File: src/rtl/dff_test_pkg.sv
// Shared types and constants for the flip-flop chain test sequencer.
//   DFF_CHAIN_LEN : default chain length / pattern width
//   dff_state_e   : sequencer states
package dff_test_pkg;

  localparam int unsigned DFF_CHAIN_LEN = 8;

  typedef enum logic [2:0] {
    StIdle,
    StShiftIn,
    StSettle,
    StShiftOut,
    StDone
  } dff_state_e;

endpackage

File: src/rtl/dff_chain_ctrl_if.sv
// Bundle of the sequencer's test-logic and chain-side signals.
//   start, abort, pattern : test request from top-level logic
//   chain_q               : serial output of the last chain flip-flop
//   chain_d, chain_en     : serial data and clock enable into the chain
//   busy, done, pass      : sequencer status
//   q_capture             : bits read back from the chain
// Modport master is the environment (test logic plus chain); slave is the sequencer.
interface dff_chain_ctrl_if
  import dff_test_pkg::*;
#(
  parameter int unsigned N = DFF_CHAIN_LEN
) ();

  logic         start;
  logic         abort;
  logic [N-1:0] pattern;
  logic         chain_q;
  logic         chain_d;
  logic         chain_en;
  logic         busy;
  logic         done;
  logic         pass;
  logic [N-1:0] q_capture;

  modport master (
    output start, abort, pattern, chain_q,
    input  chain_d, chain_en, busy, done, pass, q_capture
  );

  modport slave (
    input  start, abort, pattern, chain_q,
    output chain_d, chain_en, busy, done, pass, q_capture
  );

endinterface

File: src/rtl/dff_chain_capture.sv
// N-bit right-shift capture register. Serial data enters at the MSB, so after N
// shifts bit k holds the k-th bit received.
//   clk, rst_n    : clock, async active-low reset
//   clr_i         : synchronous clear (wins over shift)
//   shift_i       : shift one bit in
//   din_i         : serial input
//   q_o           : register contents
//   shift_val_o   : value the register would take on a shift (lets the
//                   controller compare against the final contents early)
module dff_chain_capture #(
  parameter int unsigned N = 8
) (
  input  logic         clk,
  input  logic         rst_n,
  input  logic         clr_i,
  input  logic         shift_i,
  input  logic         din_i,
  output logic [N-1:0] q_o,
  output logic [N-1:0] shift_val_o
);

  logic [N-1:0] cap_q, cap_d;
  logic [N-1:0] shifted;

  // Written as a loop so that N=1 needs no special case.
  always_comb begin
    shifted        = '0;
    shifted[N-1]   = din_i;
    for (int i = 0; i < int'(N) - 1; i++) begin
      shifted[i] = cap_q[i+1];
    end
  end

  always_comb begin
    cap_d = cap_q;
    if (clr_i) begin
      cap_d = '0;
    end else if (shift_i) begin
      cap_d = shifted;
    end
  end

  always_ff @(posedge clk or negedge rst_n) begin
    if (!rst_n) begin
      cap_q <= '0;
    end else begin
      cap_q <= cap_d;
    end
  end

  assign q_o         = cap_q;
  assign shift_val_o = shifted;

endmodule

File: src/rtl/dff_chain_ctrl.sv
// Test sequencer for a serial chain of master-slave D flip-flops. Latches a
// pattern, shifts it in LSB first, idles one settle cycle, shifts the chain back
// out while flushing zeros, and compares the captured bits with the pattern.
//   clk, rst_n : clock, async active-low reset
//   bus        : slave side of dff_chain_ctrl_if (request, chain and status)
// chain_d, chain_en and busy are decoded from state/counter; done and pass are
// registered.
module dff_chain_ctrl
  import dff_test_pkg::*;
#(
  parameter int unsigned N = DFF_CHAIN_LEN
) (
  input logic            clk,
  input logic            rst_n,
  dff_chain_ctrl_if.slave bus
);

  localparam int unsigned CNT_W = $clog2(N + 1);
  localparam logic [CNT_W-1:0] CntLast = CNT_W'(N - 1);

  dff_state_e       state_q, state_d;
  logic [CNT_W-1:0] cnt_q, cnt_d;
  logic [N-1:0]     pat_q, pat_d;
  logic             done_q, done_d;
  logic             pass_q, pass_d;

  logic             cap_clr;
  logic             cap_shift;
  logic [N-1:0]     cap_val;
  logic [N-1:0]     cap_shift_val;
  logic [N-1:0]     pat_sel;
  logic             cnt_last;

  assign cnt_last = (cnt_q == CntLast);

  always_comb begin
    state_d   = state_q;
    cnt_d     = cnt_q;
    pat_d     = pat_q;
    done_d    = 1'b0;
    pass_d    = pass_q;
    cap_clr   = 1'b0;
    cap_shift = 1'b0;

    unique case (state_q)
      StIdle: begin
        if (bus.start && !bus.abort) begin
          pat_d   = bus.pattern;
          cap_clr = 1'b1;
          pass_d  = 1'b0;
          cnt_d   = '0;
          state_d = StShiftIn;
        end
      end
      StShiftIn: begin
        if (cnt_last) begin
          cnt_d   = '0;
          state_d = StSettle;
        end else begin
          cnt_d = cnt_q + CNT_W'(1);
        end
      end
      StSettle: begin
        state_d = StShiftOut;
      end
      StShiftOut: begin
        cap_shift = 1'b1;
        if (cnt_last) begin
          cnt_d   = '0;
          state_d = StDone;
          done_d  = 1'b1;
          // Compare against the post-shift value so pass is valid with done.
          pass_d  = (cap_shift_val == pat_q);
        end else begin
          cnt_d = cnt_q + CNT_W'(1);
        end
      end
      StDone: begin
        state_d = StIdle;
      end
      default: begin
        state_d = StIdle;
        cnt_d   = '0;
      end
    endcase

    // Abort freezes the partial capture and drops back to idle without done.
    if (bus.abort && (state_q != StIdle)) begin
      state_d   = StIdle;
      cnt_d     = '0;
      done_d    = 1'b0;
      pass_d    = 1'b0;
      cap_shift = 1'b0;
    end
  end

  always_ff @(posedge clk or negedge rst_n) begin
    if (!rst_n) begin
      state_q <= StIdle;
      cnt_q   <= '0;
      pat_q   <= '0;
      done_q  <= 1'b0;
      pass_q  <= 1'b0;
    end else begin
      state_q <= state_d;
      cnt_q   <= cnt_d;
      pat_q   <= pat_d;
      done_q  <= done_d;
      pass_q  <= pass_d;
    end
  end

  dff_chain_capture #(
    .N(N)
  ) u_capture (
    .clk         (clk),
    .rst_n       (rst_n),
    .clr_i       (cap_clr),
    .shift_i     (cap_shift),
    .din_i       (bus.chain_q),
    .q_o         (cap_val),
    .shift_val_o (cap_shift_val)
  );

  // Shift instead of a variable bit-select: the counter is wider than the index.
  assign pat_sel = pat_q >> cnt_q;

  assign bus.chain_en  = (state_q == StShiftIn) || (state_q == StShiftOut);
  assign bus.chain_d   = (state_q == StShiftIn) ? pat_sel[0] : 1'b0;
  assign bus.busy      = (state_q != StIdle);
  assign bus.done      = done_q;
  assign bus.pass      = pass_q;
  assign bus.q_capture = cap_val;

endmodule

File: src/flat_wrapper.sv
// flat-port wrapper written by rule: the top's interface ports become plain ports
module dff_chain_ctrl_flat import dff_test_pkg::*;
#(
  parameter int unsigned N = DFF_CHAIN_LEN
)
  (clk, rst_n, bus_start, bus_abort, bus_pattern, bus_chain_q, bus_chain_d, bus_chain_en, bus_busy, bus_done, bus_pass, bus_q_capture);
  dff_chain_ctrl_if #(.N(N)) bus_i ();
  input logic clk;
  input logic rst_n;
  input wire logic [$bits(bus_i.start)-1:0] bus_start;
  input wire logic [$bits(bus_i.abort)-1:0] bus_abort;
  input wire logic [$bits(bus_i.pattern)-1:0] bus_pattern;
  input wire logic [$bits(bus_i.chain_q)-1:0] bus_chain_q;
  output wire logic [$bits(bus_i.chain_d)-1:0] bus_chain_d;
  output wire logic [$bits(bus_i.chain_en)-1:0] bus_chain_en;
  output wire logic [$bits(bus_i.busy)-1:0] bus_busy;
  output wire logic [$bits(bus_i.done)-1:0] bus_done;
  output wire logic [$bits(bus_i.pass)-1:0] bus_pass;
  output wire logic [$bits(bus_i.q_capture)-1:0] bus_q_capture;
  assign bus_i.start = bus_start;
  assign bus_i.abort = bus_abort;
  assign bus_i.pattern = bus_pattern;
  assign bus_i.chain_q = bus_chain_q;
  assign bus_chain_d = bus_i.chain_d;
  assign bus_chain_en = bus_i.chain_en;
  assign bus_busy = bus_i.busy;
  assign bus_done = bus_i.done;
  assign bus_pass = bus_i.pass;
  assign bus_q_capture = bus_i.q_capture;
  dff_chain_ctrl #(.N(N)) u_core (.clk(clk), .rst_n(rst_n), .bus(bus_i));
endmodule
File: config.mk
export PLATFORM = sky130hd
export DESIGN_NAME = dff_chain_ctrl_flat
export DESIGN_NICKNAME = d
export VERILOG_FILES = /design/src/rtl/dff_test_pkg.sv /design/src/rtl/dff_chain_ctrl_if.sv /design/src/rtl/dff_chain_capture.sv /design/src/rtl/dff_chain_ctrl.sv /design/src/flat_wrapper.sv
export SDC_FILE = /design/constraint.sdc
export NUM_CORES = 1
export LEC_CHECK = 0
export BUFFER_PORTS_ARGS = -buffer_cell sky130_fd_sc_hd__buf_4
export CORE_MARGIN = 3
export CORE_UTILIZATION = 48
export CTS_CLUSTER_SIZE = 10
export DETAILED_ROUTE_END_ITERATION = 10
export GPL_TIMING_DRIVEN = 0
export MAX_ROUTING_LAYER = met4
export PLACE_DENSITY = 0.75
export SLEW_MARGIN = 10
export SYNTH_ARGS = -nofsm -noshare
export SYNTH_HDL_FRONTEND = slang
export SYNTH_SLANG_ARGS = --single-unit
export TNS_END_PERCENT = 1
File: constraint.sdc
create_clock -name clk -period 1.8 [get_ports clk]
set_clock_uncertainty 0.2 [all_clocks]
set_input_delay 0.18 -clock clk [delete_from_list [all_inputs] [get_ports clk]]
set_output_delay 0.18 -clock clk [all_outputs]
set_load 0.01 [all_outputs]
==> results.cfg <==
[synthesis]
synth_largest_area_cell = sky130_fd_sc_hd__dfrtp_1
netlist_area_sq_um = 1310
most_frequent_cell_after_synthesis = sky130_fd_sc_hd__dfrtp_1
ys.warnings.count = 0
synth.ff_latch_count = 25
netlist_top_cells_count = sky130_fd_sc_hd__dfrtp_1, sky130_fd_sc_hd__nand2_1, sky130_fd_sc_hd__a21oi_1
syn_area_per_cell_sq_um = 10.8
synth.yosys.seq_area_share_pct = 47.9
synth.area.top_cells = sky130_fd_sc_hd__dfrtp_1, sky130_fd_sc_hd__nand2_1, sky130_fd_sc_hd__xnor2_1, sky130_fd_sc_hd__mux2_2, sky130_fd_sc_hd__a21oi_1
post_synth_inst_count = 121
synth_top_cell_area_share_pct = 47.9
async_flop_share_pct = 100
syn_nets = 135
synth_enable_flop_cells = 0
dominant_synthesized_flop_cell = sky130_fd_sc_hd__dfrtp_1
netlist-cell-type-count = 38

[drt]
drtAntennaViolNets = 0
post_drt_via_cell_ratio = 5.41
dr.pass1.iters = 4
detailroute.via_count = 1038
drcViolationCount = 0
drt-total-wl_um = 2800
detail_route.iter0.violations = 27
routed_wire_per_std_cell_um = 14.6

[pwr]
power_switching_mw = 0.317
combinationalPowerShare_pct = 22.1
ir_drop_v = 0.000414
switching_share_pct = 27.0
part_of_the_power_in_the_clock_network_pct = 21.5
leakagePower_nw = 0.756
total_power_mw = 1.17
p_per_area_nw_per_um2 = 688
sequentialPowerShare_pct = 56.4
intPower_mw = 0.857

[placement]
hpwlAfterDp_um = 1970
placement.cell_area_sq_um = 1520
io_buffer_count = 24
gpl.final_weighted_congestion = 0.779
preCtsSetupSlack_ns = -0.133

[clocking]
cts_tree = done
cts-root-buf = sky130_fd_sc_hd__clkbuf_4
cts.path.max_buffers = 2
clock_tree.htree_level_count = 1
cts.sinks = 25
path_clk_slew_ns = 0.14
clock_insertion_delay_worst_skew_ns = 0.31
cts_inserted_buffers = 3

[job]
max-cap-violations = 0

[sta]
clock.fmax_mhz = 487
number_of_failing_hold_endpoints_at_the_final_stage = 0
min_period_over_period_pct = 114
timing_max_transition_violations_final = 0
setup_viol = 10
slew_worst_pin_ns = 0.317
grt_setup_unrepaired = yes
setup_tns_ns = -0.620
period_minus_slack_ns = 2.06
relSlewSlack_pct = 78.9
setup_slack_ns = -0.255

[die]
fp.coreArea_sq_um = 2520
initial_core_util_pct = 51.8
die_h_um = 58.2
die_area_sq_um = 3380
pin_count = 26
die-width_um = 58.2
floorplan.rows = 18

[worst_setup_path]
end_kind = output port
largest_fanout_on_the_critical_path = 3
worst-endpoint-arrival_ns = 1.68
worst-setup-path-type = reg2out
worst_setup_path_start_kind = register
critPathRequiredTime_ns = 1.42

[grt]
grt_max_degree = 26
total_track_usage_pct = 18.7
grt.overflow.total = 0
grt_first_pass_wirelength_um = 4700
grt_antenna_before_repair = 0
grt_pass1_vias = 1010

[layout]
post_route_cells_drive_above_1_share_pct = 34.6
finish.instance_area_sq_um = 1710
number_of_inserted_diodes = 0
finalCoreUtilization_pct = 67.7
fillers = 207
fin_nets = 177
area_growth_syn_to_layout_pct = 30.7

[run_status]
run_status = complete, but fails checks
violated_checks = negative setup slack

[hold_path]
worst_hold_path_type = in2async
-- flip-flops by register name (all words and copies together), names as in the netlist --
signal	count
u_core.bus.done	1
u_core.cnt_q	4
u_core.u_capture.q_o	8
u_core.state_q	3
u_core.bus.pass	1
u_core.pat_q	8
-- logic make-up after synthesis --
kind of cell / Yosys count / share of synthesized area (%)
compound gates: 22 / 9.48
buf+inv: 8 / 4.60
mux: 12 / 12.5
flops: 25 / 47.9
simple gates: 44 / 18.5
xor+xnor: 9 / 6.03
fa+ha+maj: 1 / 0.958
-- stage by stage --
step                      hold WS, ns  instances
after floorplan                -0.316        121
after global placement         -0.103        175
after detailed placement      -0.0998        175
after CTS                      0.0799        192
after global routing           0.0927        192
final                          0.0860        192
-- cells in the final DEF, fill, tap and decap left out, types with 2 or more instances in the layout --
cell type / Yosys / final
sky130_fd_sc_hd__buf_4: 3 / 26
sky130_fd_sc_hd__nor3_1: 2 / 2
sky130_fd_sc_hd__dlygate4sd3_1: 0 / 12
sky130_fd_sc_hd__buf_6: 1 / 3
sky130_fd_sc_hd__clkbuf_4: 0 / 3
sky130_fd_sc_hd__o21ai_0: 7 / 7
sky130_fd_sc_hd__dfrtp_2: 0 / 2
sky130_fd_sc_hd__nand3_1: 2 / 2
sky130_fd_sc_hd__xnor2_1: 8 / 8
sky130_fd_sc_hd__mux4_2: 2 / 2
sky130_fd_sc_hd__a21oi_1: 11 / 11
sky130_fd_sc_hd__clkbuf_2: 0 / 2
sky130_fd_sc_hd__mux2_2: 6 / 6
sky130_fd_sc_hd__nand2_1: 20 / 20
sky130_fd_sc_hd__dfrtp_1: 25 / 23
sky130_fd_sc_hd__nand4_1: 2 / 2
sky130_fd_sc_hd__mux2_4: 2 / 2
sky130_fd_sc_hd__nor2_1: 5 / 5
-- power by group through the flow --
stage | clock network, mW | registers, mW | logic [mW]
2_1_floorplan | 0 | 0.654 | 0.158
3_3_place_gp | 0 | 0.672 | 0.210
3_5_place_dp | 0 | 0.675 | 0.217
4_1_cts | 0.262 | 0.663 | 0.251
5_1_grt | 0.283 | 0.671 | 0.284
6_report | 0.252 | 0.663 | 0.260
-- worst max-delay path, cell delays in order (launching register included) --
cell,delay [ns]
sky130_fd_sc_hd__dfrtp_2,0.44
sky130_fd_sc_hd__mux4_2,0.52
sky130_fd_sc_hd__mux2i_2,0.20
sky130_fd_sc_hd__nor4_2,0.06
sky130_fd_sc_hd__buf_4,0.14
-- path summary, 6_finish.rpt --
kind                                   startpoint           endpoint  slack, ns  depth (start not counted)
worst max-delay path              u_core.cnt_q[0]        bus_chain_d      -0.26                          4
worst min-delay path                        rst_n  u_core.state_q[1]       0.09                          2
worst max register to register  u_core.state_q[2]    u_core.pat_q[6]      -0.11                          4
worst min register to register    u_core.bus.pass    u_core.bus.pass       0.31                          1
max in group asynchronous                   rst_n  u_core.state_q[0]       1.05                          2
min in group clk                        bus_abort    u_core.bus.pass       0.13                          4
-- repair_timing --
action	CTS	global route
hold buffers	12	0
resized for setup	6	6
hold endpoints to repair	39	0
buffers inserted	1	0
pin swaps	3	0
setup endpoints to repair	11	21
-- layout make-up --
type / instances / area, sq um / area share (%)
Buffer: 7 / 62.6 / 3.66
Tap cell: 30 / 37.5 / 2.20
Sequential cell: 25 / 628 / 36.8
Multi-Input combinational cell: 88 / 638 / 37.4
Timing Repair Buffer: 37 / 312 / 18.2
Clock buffer: 4 / 26.3 / 1.54
Inverter: 1 / 3.75 / 0.220
-- routing by layer --
metal  share of wire [%]  GRT usage, %
met4                0.36          6.95
met5                   0             -
met2                  52          30.0
met1                  43          23.6
met3                 5.4          3.56
(Power assumes the default switching activity.)
